`config.mk`:
```
export PLATFORM = sky130hd
export DESIGN_NAME = rom_to_ram_copier
export DESIGN_NICKNAME = d
export VERILOG_FILES = /design/src/rtl/rom_to_ram_copier.sv
export SDC_FILE = /design/constraint.sdc
export NUM_CORES = 1
export LEC_CHECK = 0
export ABC_AREA = 1
export ABC_CLOCK_PERIOD_IN_PS = 3200
export BUFFER_PORTS_ARGS = -buffer_cell sky130_fd_sc_hd__buf_4
export CAP_MARGIN = 20
export CORE_MARGIN = 10
export CORE_UTILIZATION = 45
export CTS_BUF_LIST = sky130_fd_sc_hd__clkbuf_8 sky130_fd_sc_hd__clkbuf_16
export DETAILED_ROUTE_END_ITERATION = 7
export PLACE_DENSITY = 0.61
export SLEW_MARGIN = 20
export SYNTH_ARGS = -nofsm -noshare
export SYNTH_HDL_FRONTEND = slang
export SYNTH_SLANG_ARGS = --single-unit
```
`constraint.sdc`:
```
create_clock -name clk -period 3.2 [get_ports clk]
set_clock_uncertainty 0.2 [all_clocks]
set_input_delay 0.64 -clock clk [delete_from_list [all_inputs] [get_ports clk]]
set_output_delay 0.64 -clock clk [all_outputs]
set_load 0.01 [all_outputs]
```
`src/rtl/rom_to_ram_copier.sv`:
```
// Copies an 8-word combinational ROM into an internal RAM, then re-reads the ROM
// to verify the copy, latching the address of the first mismatching word.
module rom_to_ram_copier #(
    parameter int ADDR_W = 3,
    parameter int DATA_W = 4
) (
    input  logic              clk,
    input  logic              rst,
    input  logic              start,
    output logic [ADDR_W-1:0] rom_addr,
    input  logic [DATA_W-1:0] rom_data,
    input  logic [ADDR_W-1:0] rd_addr,
    output logic [DATA_W-1:0] rd_data,
    output logic              busy,
    output logic              done,
    output logic              err,
    output logic [ADDR_W-1:0] err_addr
);

    localparam int DEPTH = 2 ** ADDR_W;
    localparam logic [ADDR_W-1:0] LAST_ADDR = ADDR_W'(DEPTH - 1);
    localparam logic [ADDR_W-1:0] ZERO_ADDR = {ADDR_W{1'b0}};
    localparam logic [ADDR_W-1:0] ONE_ADDR  = {{(ADDR_W-1){1'b0}}, 1'b1};

    typedef enum logic [1:0] {
        IDLE   = 2'd0,
        COPY   = 2'd1,
        VERIFY = 2'd2,
        DONE   = 2'd3
    } state_t;

    state_t            state_r;
    state_t            next_state_s;
    logic [DATA_W-1:0] ram_r [DEPTH];
    logic              last_s;
    logic              ram_we_s;
    logic              mismatch_s;
    logic              err_clr_s;
    logic [ADDR_W-1:0] addr_next_s;

    // The terminal count is handled by the state transition, so the counter never wraps mid-pass.
    assign last_s = (rom_addr == LAST_ADDR);

    // State register
    always_ff @(posedge clk or posedge rst) begin
        if (rst) begin
            state_r <= IDLE;
        end else begin
            state_r <= next_state_s;
        end
    end

    // Next-state logic
    always_comb begin
        next_state_s = state_r;
        case (state_r)
            IDLE: begin
                if (start) next_state_s = COPY;
                else       next_state_s = IDLE;
            end
            COPY: begin
                if (last_s) next_state_s = VERIFY;
                else        next_state_s = COPY;
            end
            VERIFY: begin
                if (last_s) next_state_s = DONE;
                else        next_state_s = VERIFY;
            end
            DONE:    next_state_s = IDLE;
            default: next_state_s = IDLE;
        endcase
    end

    // Per-state datapath controls
    always_comb begin
        ram_we_s    = 1'b0;
        mismatch_s  = 1'b0;
        err_clr_s   = 1'b0;
        addr_next_s = ZERO_ADDR;
        case (state_r)
            IDLE: begin
                err_clr_s = start;
            end
            COPY: begin
                ram_we_s    = 1'b1;
                addr_next_s = last_s ? ZERO_ADDR : rom_addr + ONE_ADDR;
            end
            VERIFY: begin
                mismatch_s  = (ram_r[rom_addr] != rom_data);
                addr_next_s = last_s ? ZERO_ADDR : rom_addr + ONE_ADDR;
            end
            DONE: begin
                addr_next_s = ZERO_ADDR;
            end
            default: begin
                addr_next_s = ZERO_ADDR;
            end
        endcase
    end

    // Registered outputs; err/err_addr keep the first mismatch until the next accepted start
    always_ff @(posedge clk or posedge rst) begin
        if (rst) begin
            rom_addr <= ZERO_ADDR;
            rd_data  <= {DATA_W{1'b0}};
            busy     <= 1'b0;
            done     <= 1'b0;
            err      <= 1'b0;
            err_addr <= ZERO_ADDR;
        end else begin
            rom_addr <= addr_next_s;
            rd_data  <= ram_r[rd_addr];
            busy     <= (next_state_s == COPY) || (next_state_s == VERIFY);
            done     <= (next_state_s == DONE);
            if (err_clr_s) begin
                err      <= 1'b0;
                err_addr <= ZERO_ADDR;
            end else if (mismatch_s && !err) begin
                err      <= 1'b1;
                err_addr <= rom_addr;
            end
        end
    end

    // RAM write port; contents deliberately survive rst
    always_ff @(posedge clk) begin
        if (ram_we_s) begin
            ram_r[rom_addr] <= rom_data;
        end
    end

endmodule

```
==> results.yml <==
power:
  combPwrFrac_pct: 36.1
  p_switching_mw: 0.704
  cellPowerDensity_mw_per_mm2: 694
  seqPwrFrac_pct: 45.6
  ir_drop_v: 0.000265
  p_clk_share_pct: 18.2
  p_int_mw: 1.14
  switching_share_pct: 38.3
  p_leak_nw: 1.27
sta:
  max_freq_ghz: 0.458
  slew_viol_final: 0
  fin_setup_tns_ns: 0
  hold_violations: 0
  rsz0062_at_grt: "no"
  worstMarginPinSlew_ns: 0.589
  period_minus_slack_ns: 2.18
  setup_viol: 0
  slew_headroom_pct: 60.7
  fin_crit_sh_pct: 68.2
final_layout:
  multi_input_area_sq_um: 786
  finish.utilization_pct: 51.9
  drive_above_1_share_pct: 12.9
  diodes: 0
  mostFrequentLayoutCell: "nand2_1"
  syn_to_final_growth_pct: 12.5
  seq_area_sq_mm: 0.00134
  layout_common_cells: "nand2_1 (66), inv_1 (49), edfxtp_1 (32)"
  nets: 303
  nFillCells: 493
synthesis:
  synth.avg_cell_area_sq_um: 8.95
  ys_warn_count: 0
  netlist_instances: 263
  synth_area_sq_mm: 0.00235
  seq_area_frac_synth_pct: 56.7
  ys_ff_latch: 47
  syn_nets: 280
  ys_types: 22
cts:
  cts_tree: "built"
  cts_resized: 0
  htree_levels: 2
  path_clk_slew_ns: 0.08
  root_buffer: "clkbuf_8"
  cts_buffers: 5
  clockBufferDepth: 2
  postCtsSetupRepairBufs: 0
  cts.sinks: 47
  clkLatencyLatePin_ns: 0.30
  holdBufCountCts: 0
detailed_routing:
  drt-total-wl_mm: 5.32
  drc_errors: 0
  ant_nets: 0
  wire_per_inst_um: 14.9
  drt_iter0_drc: 106
  vias_per_cell: 4.93
  routed-via-count: 1759
  drtPass1Iterations: 4
placed_design:
  port_buffers: 22
  place_congestion: 0.905
  place_hpwl_mm: 3.99
worst_setup_path:
  arrival_ns: 2.22
  critPathMaxFanout: 17
  worstPathRequired_ns: 3.24
  critPathCaptureType: "flop"
  start_kind: "flop"
  critical_path_class: "reg -> reg"
global_routing:
  grt-ovfl-total: 0
  grt_max_degree: 20
  antenna_found_initial: 0
  grt_first_pass_wirelength_mm: 9.01
  track_usage_pct: 13.2
  first_global_vias: 1772
job:
  cap_violations: 0
die:
  die_y_um: 92.3
  initial_core_util_pct: 46.1
  num_rows: 26
  die_w_um: 92.3
  die_area_sq_mm: 0.00853
  core-area_sq_mm: 0.00511
  ioPinCount: 23
min_path:
  holdCritPathClass: "in -> async"
status:
  outcome: "finished, final reports clean"
==> power groups by stage <==
stage,combinational (mW),clock [mW],sequential [mW]
3_3_place_gp,0.664,0,0.850
5_1_grt,0.762,0.367,0.854
4_1_cts,0.670,0.345,0.840
3_5_place_dp,0.668,0,0.854
6_report,0.665,0.335,0.839
2_1_floorplan,0.478,0,0.844
==> path summary, 6_finish.rpt <==
path	cells after the start	slack, ns	start	to
max	12	1.02	rom_addr[0]	err_addr[0]
min	2	0.21	rst	err_addr[1]
max reg2reg	12	1.02	rom_addr[0]	err_addr[0]
min reg2reg	2	0.30	err_addr[2]	err_addr[2]
max in group asynchronous	2	2.21	rst	rd_data[3]
min in group clk	2	0.30	err_addr[2]	err_addr[2]
==> metal layers <==
| metal | GRT usage, % | part of all wire, % |
|---|---|---|
| met1 | 17.5 | 47 |
| met2 | 20.4 | 45 |
| met3 | 3.55 | 6.1 |
| met4 | 4.63 | 2.0 |
| met5 | 0 | 0 |
==> flip-flops by register name, indices dropped and copies added (netlist names) <==
signal and flops:
rom_addr 3, done 1, state_r 2, busy 1, err 1, err_addr 3, ram_r 32, rd_data 4
==> critical path: stages (launching register included) <==
cell and delay, ns:
dfrtp_1 0.49, buf_4 0.24, inv_2 0.25, nand2_1 0.08, nand3_1 0.10, nand2_1 0.09, o21bai_1 0.15, nand2_1 0.07
nor2_1 0.12, nand2_2 0.10, nand2_2 0.09, nand3_1 0.07, nand2_1 0.06
==> Yosys cell counts <==
master    count  area [sq um]
nand2_2       2          12.5
nand3_1      19          95.1
clkbuf_1      4          15.0
a31oi_1       4          25.0
inv_1        46           173
nand2_1      66           248
nor2_1       18          67.6
a21oi_1      13          65.1
buf_6         2          22.5
nand4_1       3          18.8
nand3b_1      1          7.51
buf_4         1          7.51
edfxtp_1     32           961
o21bai_1      3          22.5
a21boi_1      1          7.51
dfrtp_1      15           375
o21ai_1       1          5.00
inv_2         4          15.0
a221oi_1      4          35.0
nor2_2        3          18.8
ha_1          7          87.6
o21ai_0      14          70.1
==> cell type report <==
cell class	count	share of cell area [%]
flip-flops and latches	47	50.4
clock inverters	3	0.425
inverters	50	7.08
repair buffers	23	6.52
clock buffers	5	2.60
multi-input cells	159	29.7
well taps	70	3.31
==> stage by stage <==
| step | instance area (sq um) | setup WS, ns | hold WS, ns | total power, mW | cells |
|---|---|---|---|---|---|
| after floorplan | 2350 | 1.31 | 0.316 | 1.32 | 263 |
| after global placement | 2570 | 1.07 | 0.286 | 1.51 | 349 |
| after detailed placement | 2570 | 1.04 | 0.289 | 1.52 | 349 |
| after CTS | 2650 | 1.02 | 0.224 | 1.85 | 357 |
| after global routing | 2650 | 0.798 | 0.266 | 1.98 | 357 |
| final | 2650 | 1.02 | 0.207 | 1.84 | 357 |
==> cells by family (layout without fill, tap and decap cells) <==
group / count (synthesis) / count (layout) / share of synthesized area [%]
and+or+nand+nor: 112 / 112 / 19.9
buffers and inverters: 57 / 81 / 9.88
DFF: 47 / 47 / 56.7
AOI/OAI and AO/OA: 40 / 40 / 9.78
adders and majority gates: 7 / 7 / 3.72
Note: power is estimated with default switching activity, not from simulation.
